File: src/rtl/deser_pkg.sv
// rtl/deser_pkg.sv - shared defaults and bit-order type for the deserializer FIFO
// Purpose: default word width / FIFO depth and the bit-order enumeration.
// Ports: none (package).
package deser_pkg;

  localparam int DESER_WIDTH_DEF = 8;
  localparam int DESER_DEPTH_DEF = 4;

  typedef enum logic {
    BIT_LSB_FIRST = 1'b0,
    BIT_MSB_FIRST = 1'b1
  } bit_order_e;

endpackage

File: src/rtl/deserializer_fifo_if.sv
// rtl/deserializer_fifo_if.sv - serial input / word output bundle of the deserializer FIFO
// Purpose: groups the serial bit strobe, control strobes and the buffered word outputs.
// Ports (master = producer/consumer side, slave = deserializer side):
//   data_in, write_in, flush_in, ack_in          master -> slave
//   data_out, data_ready, status_out,
//   fill_level, overflow_out                     slave -> master
interface deserializer_fifo_if
  import deser_pkg::*;
#(
  parameter int WIDTH = DESER_WIDTH_DEF,
  parameter int DEPTH = DESER_DEPTH_DEF
) ();

  localparam int CW = $clog2(DEPTH + 1);

  logic             data_in;
  logic             write_in;
  logic             flush_in;
  logic             ack_in;
  logic [WIDTH-1:0] data_out;
  logic             data_ready;
  logic             status_out;
  logic [CW-1:0]    fill_level;
  logic             overflow_out;

  modport master (
    output data_in, write_in, flush_in, ack_in,
    input  data_out, data_ready, status_out, fill_level, overflow_out
  );

  modport slave (
    input  data_in, write_in, flush_in, ack_in,
    output data_out, data_ready, status_out, fill_level, overflow_out
  );

endinterface

File: src/rtl/deser_word_fifo.sv
// rtl/deser_word_fifo.sv - synchronous show-ahead word FIFO
// Purpose: DEPTH-entry word buffer; head word is visible without a read strobe, zero when empty.
// Ports:
//   clk, reset        clock, synchronous active-high reset
//   push, push_data   write a word (ignored when full)
//   pop               drop the head word (ignored when empty)
//   flush             synchronous clear of pointers and count
//   head_data         current head word, 0 when empty
//   full, empty       occupancy flags from the registered count
//   count             number of stored words (0..DEPTH)
module deser_word_fifo #(
  parameter int WIDTH = 8,
  parameter int DEPTH = 4
) (
  input  logic                       clk,
  input  logic                       reset,
  input  logic                       push,
  input  logic [WIDTH-1:0]           push_data,
  input  logic                       pop,
  input  logic                       flush,
  output logic [WIDTH-1:0]           head_data,
  output logic                       full,
  output logic                       empty,
  output logic [$clog2(DEPTH+1)-1:0] count
);

  localparam int PW = $clog2(DEPTH);
  localparam int CW = $clog2(DEPTH + 1);
  localparam logic [CW-1:0] DEPTH_CNT = CW'(DEPTH);

  logic [WIDTH-1:0] mem_q [DEPTH];
  logic [WIDTH-1:0] mem_d [DEPTH];
  logic [PW-1:0]    wr_ptr_q, wr_ptr_d;
  logic [PW-1:0]    rd_ptr_q, rd_ptr_d;
  logic [CW-1:0]    count_q, count_d;
  logic             do_push, do_pop;

  assign full      = (count_q == DEPTH_CNT);
  assign empty     = (count_q == '0);
  assign count     = count_q;
  assign head_data = empty ? '0 : mem_q[rd_ptr_q];

  always_comb begin
    mem_d    = mem_q;
    wr_ptr_d = wr_ptr_q;
    rd_ptr_d = rd_ptr_q;
    count_d  = count_q;
    do_push  = push & ~full;
    do_pop   = pop & ~empty;

    if (do_push) begin
      mem_d[wr_ptr_q] = push_data;
      wr_ptr_d        = wr_ptr_q + 1'b1;
    end
    if (do_pop) begin
      rd_ptr_d = rd_ptr_q + 1'b1;
    end
    // Simultaneous push and pop leave the count unchanged.
    case ({do_push, do_pop})
      2'b10:   count_d = count_q + 1'b1;
      2'b01:   count_d = count_q - 1'b1;
      default: count_d = count_q;
    endcase

    if (flush) begin
      wr_ptr_d = '0;
      rd_ptr_d = '0;
      count_d  = '0;
    end
  end

  always_ff @(posedge clk) begin
    if (reset) begin
      for (int i = 0; i < DEPTH; i++) begin
        mem_q[i] <= '0;
      end
      wr_ptr_q <= '0;
      rd_ptr_q <= '0;
      count_q  <= '0;
    end else begin
      mem_q    <= mem_d;
      wr_ptr_q <= wr_ptr_d;
      rd_ptr_q <= rd_ptr_d;
      count_q  <= count_d;
    end
  end

endmodule

File: src/rtl/deserializer_fifo.sv
// rtl/deserializer_fifo.sv - serial-to-parallel receiver with word FIFO
// Purpose: shifts WIDTH qualified serial bits into a word, queues completed words, reports overflow.
// Ports:
//   clk_100mhz   sole clock, rising edge
//   reset        synchronous active-high reset
//   bus          deserializer_fifo_if.slave (serial in, strobes, buffered word out, status)
module deserializer_fifo
  import deser_pkg::*;
#(
  parameter int WIDTH     = DESER_WIDTH_DEF,
  parameter int DEPTH     = DESER_DEPTH_DEF,
  parameter int MSB_FIRST = 1
) (
  input  logic                clk_100mhz,
  input  logic                reset,
  deserializer_fifo_if.slave  bus
);

  localparam int BW = $clog2(WIDTH);
  localparam int CW = $clog2(DEPTH + 1);
  localparam logic [BW-1:0] LAST_BIT = BW'(WIDTH - 1);
  localparam bit_order_e ORDER = bit_order_e'(MSB_FIRST != 0);

  logic [WIDTH-1:0] sr_q, sr_d;
  logic [BW-1:0]    bit_cnt_q, bit_cnt_d;
  logic             overflow_q, overflow_d;
  logic [WIDTH-1:0] sr_shift;
  logic             accept, push;
  logic             fifo_full, fifo_empty;
  logic [CW-1:0]    fifo_count;
  logic [WIDTH-1:0] fifo_head;

  always_comb begin
    sr_d       = sr_q;
    bit_cnt_d  = bit_cnt_q;
    overflow_d = overflow_q;
    sr_shift   = (ORDER == BIT_MSB_FIRST) ? {sr_q[WIDTH-2:0], bus.data_in}
                                          : {bus.data_in, sr_q[WIDTH-1:1]};
    // Fullness comes from the registered count, so a same-cycle pop never admits a bit.
    accept     = bus.write_in & ~fifo_full;
    push       = accept & (bit_cnt_q == LAST_BIT);

    if (accept) begin
      sr_d      = sr_shift;
      bit_cnt_d = push ? '0 : bit_cnt_q + 1'b1;
    end
    if (bus.write_in & fifo_full) begin
      overflow_d = 1'b1;
    end

    if (bus.flush_in) begin
      sr_d       = '0;
      bit_cnt_d  = '0;
      overflow_d = 1'b0;
    end
  end

  always_ff @(posedge clk_100mhz) begin
    if (reset) begin
      sr_q       <= '0;
      bit_cnt_q  <= '0;
      overflow_q <= 1'b0;
    end else begin
      sr_q       <= sr_d;
      bit_cnt_q  <= bit_cnt_d;
      overflow_q <= overflow_d;
    end
  end

  // The word pushed on the final bit already includes that bit (sr_shift, not sr_q).
  deser_word_fifo #(
    .WIDTH (WIDTH),
    .DEPTH (DEPTH)
  ) u_fifo (
    .clk       (clk_100mhz),
    .reset     (reset),
    .push      (push),
    .push_data (sr_shift),
    .pop       (bus.ack_in),
    .flush     (bus.flush_in),
    .head_data (fifo_head),
    .full      (fifo_full),
    .empty     (fifo_empty),
    .count     (fifo_count)
  );

  assign bus.data_out     = fifo_head;
  assign bus.data_ready   = ~fifo_empty;
  assign bus.status_out   = ~fifo_full;
  assign bus.fill_level   = fifo_count;
  assign bus.overflow_out = overflow_q;

endmodule

File: src/flat_wrapper.sv
// flat-port wrapper written by rule: the top's interface ports become plain ports
module deserializer_fifo_flat import deser_pkg::*;
#(
  parameter int WIDTH     = DESER_WIDTH_DEF,
  parameter int DEPTH     = DESER_DEPTH_DEF,
  parameter int MSB_FIRST = 1
)
  (clk_100mhz, reset, bus_data_in, bus_write_in, bus_flush_in, bus_ack_in, bus_data_out, bus_data_ready, bus_status_out, bus_fill_level, bus_overflow_out);
  deserializer_fifo_if #(.WIDTH(WIDTH), .DEPTH(DEPTH)) bus_i ();
  input  logic clk_100mhz;
  input  logic reset;
  input wire logic [$bits(bus_i.data_in)-1:0] bus_data_in;
  input wire logic [$bits(bus_i.write_in)-1:0] bus_write_in;
  input wire logic [$bits(bus_i.flush_in)-1:0] bus_flush_in;
  input wire logic [$bits(bus_i.ack_in)-1:0] bus_ack_in;
  output wire logic [$bits(bus_i.data_out)-1:0] bus_data_out;
  output wire logic [$bits(bus_i.data_ready)-1:0] bus_data_ready;
  output wire logic [$bits(bus_i.status_out)-1:0] bus_status_out;
  output wire logic [$bits(bus_i.fill_level)-1:0] bus_fill_level;
  output wire logic [$bits(bus_i.overflow_out)-1:0] bus_overflow_out;
  assign bus_i.data_in = bus_data_in;
  assign bus_i.write_in = bus_write_in;
  assign bus_i.flush_in = bus_flush_in;
  assign bus_i.ack_in = bus_ack_in;
  assign bus_data_out = bus_i.data_out;
  assign bus_data_ready = bus_i.data_ready;
  assign bus_status_out = bus_i.status_out;
  assign bus_fill_level = bus_i.fill_level;
  assign bus_overflow_out = bus_i.overflow_out;
  deserializer_fifo #(.WIDTH(WIDTH), .DEPTH(DEPTH), .MSB_FIRST(MSB_FIRST)) u_core (.clk_100mhz(clk_100mhz), .reset(reset), .bus(bus_i));
endmodule
File: config.mk
export PLATFORM = sky130hd
export DESIGN_NAME = deserializer_fifo_flat
export DESIGN_NICKNAME = d
export VERILOG_FILES = /design/src/rtl/deser_pkg.sv /design/src/rtl/deserializer_fifo_if.sv /design/src/rtl/deser_word_fifo.sv /design/src/rtl/deserializer_fifo.sv /design/src/flat_wrapper.sv
export SDC_FILE = /design/constraint.sdc
export NUM_CORES = 1
export LEC_CHECK = 0
export ABC_CLOCK_PERIOD_IN_PS = 4900
export BUFFER_PORTS_ARGS = -buffer_cell sky130_fd_sc_hd__buf_2
export CAP_MARGIN = 20
export CORE_MARGIN = 2
export CORE_UTILIZATION = 50
export DETAILED_ROUTE_END_ITERATION = 10
export HOLD_SLACK_MARGIN = 0.06
export PLACE_DENSITY = 0.69
export SYNTH_ARGS = -nofsm -noshare
export SYNTH_HDL_FRONTEND = slang
export SYNTH_SLANG_ARGS = --single-unit
File: constraint.sdc
create_clock -name clk_100mhz -period 4.9 [get_ports clk_100mhz]
set_input_delay 0.735 -clock clk_100mhz [delete_from_list [all_inputs] [get_ports clk_100mhz]]
set_output_delay 0.735 -clock clk_100mhz [all_outputs]
set_load 0.05 [all_outputs]
==> metrics, run 1 <==
HPWL Detailed 2.91 mm; pin count of the biggest net entering global routing 43; Post-CTS Hold Buffers 0; Hold Vio Cnt, Final 0; vias in the first global route 1,582; IO Port Bufs 19; GRT Overall Usage 0.178; Worst Path Arrival 1.93 ns; DR DRC count 0; CTS tree yes; gr ovfl total 0; final cycle utilization of the critical path 0.544; Synthesized Nets 242; Die Wd 73.6 µm; Rows 25; core area 4690 µm²; CTS sink cnt 50; final total power 710 µW; clk slew on worst S/H paths 0.08 ns; Peak VDD IR 0.000159 V; antenna violations before repair 0; drt wl/cell 14.2 µm; initial core utilization 0.516; crit end category primary output; Worst Max-Slew Pin Slew 0.608 ns; ANT cells 0; status finished, final reports clean; clk_lat worst skew 0.30 ns; Max-Cap Viols 0; Vias 1,571; reg2reg path depth 10; HP Class flop to flop; count of cell types in the netlist 32; die area 5420 µm²; first-pass GRT wire length 7.24 mm; Final min period 2.67 ns; share of post-route cells with drive strength above 1 0.180; RSZ-0062 raised after global routing no; Synth Register Bits 50; Num CTS Buffers 5; number of synthesis warnings 0; H-tree levels 2; routed vias/inst 5.25; initial DRC count 66; critical path class flop to primary output; setup_tns 0 ns; hold path cells 2; Routed WL 4.25 mm; Final Max Tran Viols 0; Synth Cell Area 2420 µm²; Setup crit start kind flop; Post-CTS Setup Repair Bufs 0; CTS Buffer Depth 2; Die H 73.6 µm; I/O pin cnt 20; sequential area share after synthesis 0.413; Final setup viols 0; Slew HR 0.593; fmax 0.375 GHz; Final Skew 0.00265 ns; gp weighted congestion 0.712; post_cts resized 0; layout net count 258; CP max FO 10; Leak Pwr 1.08 nW; Post-Synthesis Mean Instance Area 10.6 µm²; Root Driver clkbuf_8; Area Overhead vs Synth 8.68%; drt first pass iters 4; PD cells 270 nW/µm²; Worst Path Required 4.16 ns; Routed Antenna Nets 0; Syn Inst Count 228
-- Yosys cell counts (all sizes together) --
master | number | share of area
a21oi | 9 | 0.019
nor3b | 1 | 0.0077
nand3 | 6 | 0.027
or3 | 2 | 0.0052
xor2 | 2 | 0.0072
nor3 | 1 | 0.0021
nand2b | 40 | 0.10
and3 | 2 | 0.0077
mux2i | 38 | 0.16
nand4b | 2 | 0.0072
nor2b | 9 | 0.023
fa | 1 | 0.0083
buf | 5 | 0.018
nand2 | 11 | 0.017
inv | 8 | 0.013
or2 | 1 | 0.0026
nor2 | 6 | 0.010
or4 | 1 | 0.0031
o21ai | 9 | 0.019
dfxtp | 50 | 0.41
mux4 | 8 | 0.074
ha | 7 | 0.036
nand4 | 1 | 0.0026
or4b | 1 | 0.0041
clkbuf | 6 | 0.0093
and2 | 1 | 0.0026
-- path summary, 6_finish.rpt --
kind                                                 from                      to  slack (ns)
worst max register to register        u_core.bit_cnt_q[0]  u_core.u_fifo.count[2]        2.42
worst min-delay path                       u_core.sr_q[6]          u_core.sr_q[6]        0.47
worst min register to register             u_core.sr_q[6]          u_core.sr_q[6]        0.47
worst max-delay path            u_core.u_fifo.rd_ptr_q[1]         bus_data_out[1]        2.23
-- cells by family (layout without fill, tap and decap cells) --
kind of cell    count (synthesis)  in the layout  share of synthesized area
mux                            46             46                      0.231
xor+xnor                        2              2                    0.00723
simple gates                   85             85                      0.226
buf+inv                        19             36                     0.0408
fa+ha+maj                       8              8                     0.0444
compound gates                 18             18                     0.0372
flops                          50             50                      0.413
-- state kept, by name (all words and copies together) (netlist names) --
register,cells
u_core.u_fifo.count,3
u_core.u_fifo.mem_q,32
u_core.bit_cnt_q,3
u_core.u_fifo.wr_ptr_q,2
u_core.bus.overflow_out,1
u_core.u_fifo.rd_ptr_q,2
u_core.sr_q,7
-- report_power, final --
part | internal, mW | switching, mW | total [mW]
clock network | 0.153 | 0.130 | 0.283
logic | 0.00907 | 0.0110 | 0.0200
registers | 0.407 | 0.000526 | 0.407
total | 0.569 | 0.141 | 0.710
-- critical path, stage by stage (launching register included) --
cell and delay (ns):
dfxtp_1 0.70, mux4_2 0.57, nor2b_1 0.14, buf_2 0.21
-- placed cells by master (no fill, tap or decap), drive strengths merged --
cell type / netlist / final
dfxtp: 50 / 50
nand2b: 40 / 40
mux2i: 38 / 38
buf: 5 / 20
nand2: 11 / 11
nor2b: 9 / 9
o21ai: 9 / 9
a21oi: 9 / 9
mux4: 8 / 8
inv: 8 / 8
ha: 7 / 7
clkbuf: 6 / 7
nor2: 6 / 6
nand3: 6 / 6
or3: 2 / 2
xor2: 2 / 2
nand4b: 2 / 2
and3: 2 / 2
nor3: 1 / 1
nor3b: 1 / 1
and2: 1 / 1
or2: 1 / 1
or4b: 1 / 1
or4: 1 / 1
nand4: 1 / 1
fa: 1 / 1
bufinv: 0 / 1
-- final cells by class --
| class | count | area, µm² |
|---|---|---|
| inverters | 8 | 32.5 |
| repair buffers | 20 | 103 |
| well taps | 54 | 67.6 |
| fillers | 415 | 2060 |
| clock inverters | 1 | 30.0 |
| flip-flops and latches | 50 | 1000 |
| clock buffers | 7 | 76.3 |
| multi-input cells | 159 | 1320 |
-- stage by stage --
stage                     hold WS [ns]  worst slack, ns  utilization  cells  area [µm²]
after floorplan                  0.435             2.29            -    228        2420
after global placement           0.446             2.35        0.538    291        2530
after detailed placement         0.456             2.30        0.538    291        2530
after CTS                        0.469             2.16        0.561    299        2630
after global routing             0.500             2.07        0.561    299        2630
final                            0.466             2.23        0.561    299        2630
-- metal layers --
layer | vias to the layer above | global-route usage | wire length, µm
met5 | - | 0 | 0
met4 | 0 | 0.0747 | 72
met3 | 7 | 0.0329 | 120
met2 | 25 | 0.278 | 1940
met1 | 727 | 0.242 | 2120
li1 | 812 | - | -
No activity file was read; power rests on OpenSTA's default activity.
==> run 2, diff against run 1 <==
- ABC_CLOCK_PERIOD_IN_PS: 4900 -> 2700
- clock period: 4.9 -> 2.7 ns (I/O delays scaled with it)
==> run 2 against run 1 <==
Compared with the run above: die area did not move; register-to-register slack lost 2.1 ns; sequential share of layout area decreased by 0.090 points; via count shrank 0.38%; worst setup slack got worse by 1.9 ns.
==> metrics, run 2 (synthesis results as in run 1) <==
post_cts resized 0 (unchanged); final cycle utilization of the critical path 0.872; net switching power 267 µW (+89%); HPWL Detailed 2.97 mm (+1.9%); grt met3 use 0.0562 (+0.0233); Peak VDD IR 0.000323 V (+100%); clk_lat worst skew 0.30 ns (about the same); met1 GRT Util 0.242 (-0.000335); ANT cells 0 (unchanged); Seq pwr share 0.588 (+0.014); Max-Cap Viols 0 (unchanged); clk slew on worst S/H paths 0.09 ns (about the same); Rows 25 (unchanged); commonest non-fill, non-tap cell in the layout dfxtp_1; Post-CTS Setup Repair Bufs 0 (unchanged); first-pass GRT wire length 7.29 mm (+0.76%); CP cell instances mux4_2 > nor2b_1 > buf_2; Root Driver clkbuf_8; reg2reg start u_core.u_fifo.count[2]; status finished, final reports clean; Area Overhead vs Synth 8.94%; GRT Overall Usage 0.179 (+0.00129); Die H 73.6 µm (unchanged); Vias 1,565 (-0.38%); Num CTS Buffers 5 (unchanged); Slew HR 0.590 (-0.00358); Final min period 2.36 ns; CTS sink cnt 50 (unchanged); Placed Instance Area 2530 µm² (+0.30%); Top reg by flops u_core.u_fifo.mem_q; layout net count 259 (+0.39%); reg2reg path depth 9 (-1); pin count of the biggest net entering global routing 43 (unchanged); sw frac 0.212 (+0.0131); HP Class input pin to flop; drt first pass iters 4 (unchanged); antenna violations before repair 0 (unchanged); Routed Antenna Nets 0 (unchanged); Worst Path Required 2.30 ns (-1.86 ns); CP startpoint u_core.u_fifo.rd_ptr_q[1]; H-tree levels 2 (unchanged); Final Instance Area 2640 µm² (+0.24%); hold path cells 3 (+1); commonest non-fill, non-tap cells in the layout dfxtp_1, nand2b_1, mux2i_1; core area 4690 µm² (unchanged); Final Max Tran Viols 0 (unchanged); Regs by FF count u_core.u_fifo.mem_q: 32 flops, u_core.sr_q: 7 flops; Post-CTS Hold Buffers 0 (unchanged); Setup crit start kind flop; Leak Pwr 1.09 nW (+0.69%); number of flip-flops in the largest register 32 (unchanged); Routed WL 4.37 mm (+3.0%); Worst Path Arrival 1.95 ns (+0.02 ns); crit end category primary output; CTS tree yes; P_int 990 µW (+74%); routed vias/inst 5.22 (-0.71%); PD cells 476 nW/µm² (+77%); critical path class flop to primary output; Final Skew 0.00538 ns (+0.00273 ns); CTS Buffer Depth 2 (unchanged); setup_tns 0 ns (unchanged); Worst Max-Slew Pin Slew 0.615 ns (+0.00677 ns); RSZ-0062 raised after global routing no; GRT busiest layer met2; Gate power share 0.030 (+0.002); slowest CP cell dfxtp_1; met2 usage 0.275 (-0.00298); Min Hold Slack 0.384 ns (-0.0814 ns); Final setup viols 0 (unchanged); Clock power frac 0.382 (-0.016); die area 5420 µm² (unchanged); Die Wd 73.6 µm (unchanged); I/O pin cnt 20 (unchanged); CP max FO 10 (unchanged); drt wl/cell 14.6 µm (+2.6%); Hold Crit Start bus_data_in; share of post-route cells with drive strength above 1 0.191 (+0.0115); initial core utilization 0.516 (unchanged); Hold Vio Cnt, Final 0 (unchanged); gp weighted congestion 0.771 (+8.3%); initial DRC count 58 (-12%); DR DRC count 0 (unchanged); vias in the first global route 1,478 (-6.6%); fmax 0.424 GHz; slowest stage delay, CP 0.72 ns (+0.02 ns); gr ovfl total 0 (unchanged); IO Port Bufs 19 (unchanged)
run 2: metal layers:
metal	up-vias	wire length, µm
li1	814	-
met1	727	2170
met2	19	2020
met3	5	126
met4	0	51
met5	-	0
run 2: power groups by stage:
stage / Combinational [mW] / Clock [mW] / Sequential, mW
global placement: 0.0373 / 0 / 0.756
global route: 0.0402 / 0.526 / 0.740
CTS: 0.0374 / 0.494 / 0.739
detailed placement: 0.0373 / 0 / 0.756
finish: 0.0371 / 0.480 / 0.739
floorplan: 0.0259 / 0 / 0.756
run 2: worst paths after layout:
kind | slack (ns) | end
worst min-delay path | 0.38 | u_core.sr_q[0]
worst min register to register | 0.46 | u_core.sr_q[6]
worst max-delay path | 0.34 | bus_data_out[1]
worst max register to register | 0.36 | u_core.u_fifo.count[2]
run 2: worst max-delay path: cells and delay by family (launching register included):
family                 cells  cell delay, ns
flip-flops                 1            0.72
multiplexers               1            0.58
buffers and inverters      1            0.21
AND/OR/NAND/NOR            1            0.14
run 2: through the flow:
step | instances | power, mW | util | setup WS [ns]
detailed placement | 292 | 0.794 | 0.540 | 0.364
global placement | 292 | 0.794 | 0.540 | 0.422
floorplan | 228 | 0.782 | - | 0.0853
global route | 300 | 1.31 | 0.562 | 0.160
finish | 300 | 1.26 | 0.562 | 0.344
CTS | 300 | 1.27 | 0.562 | 0.294
run 2: layout make-up:
type	count	area, µm²
repair buffers	21	110
fillers	410	2050
flip-flops and latches	50	1000
well taps	54	67.6
clock buffers	7	96.3
clock inverters	1	8.76
multi-input cells	159	1320
inverters	8	32.5
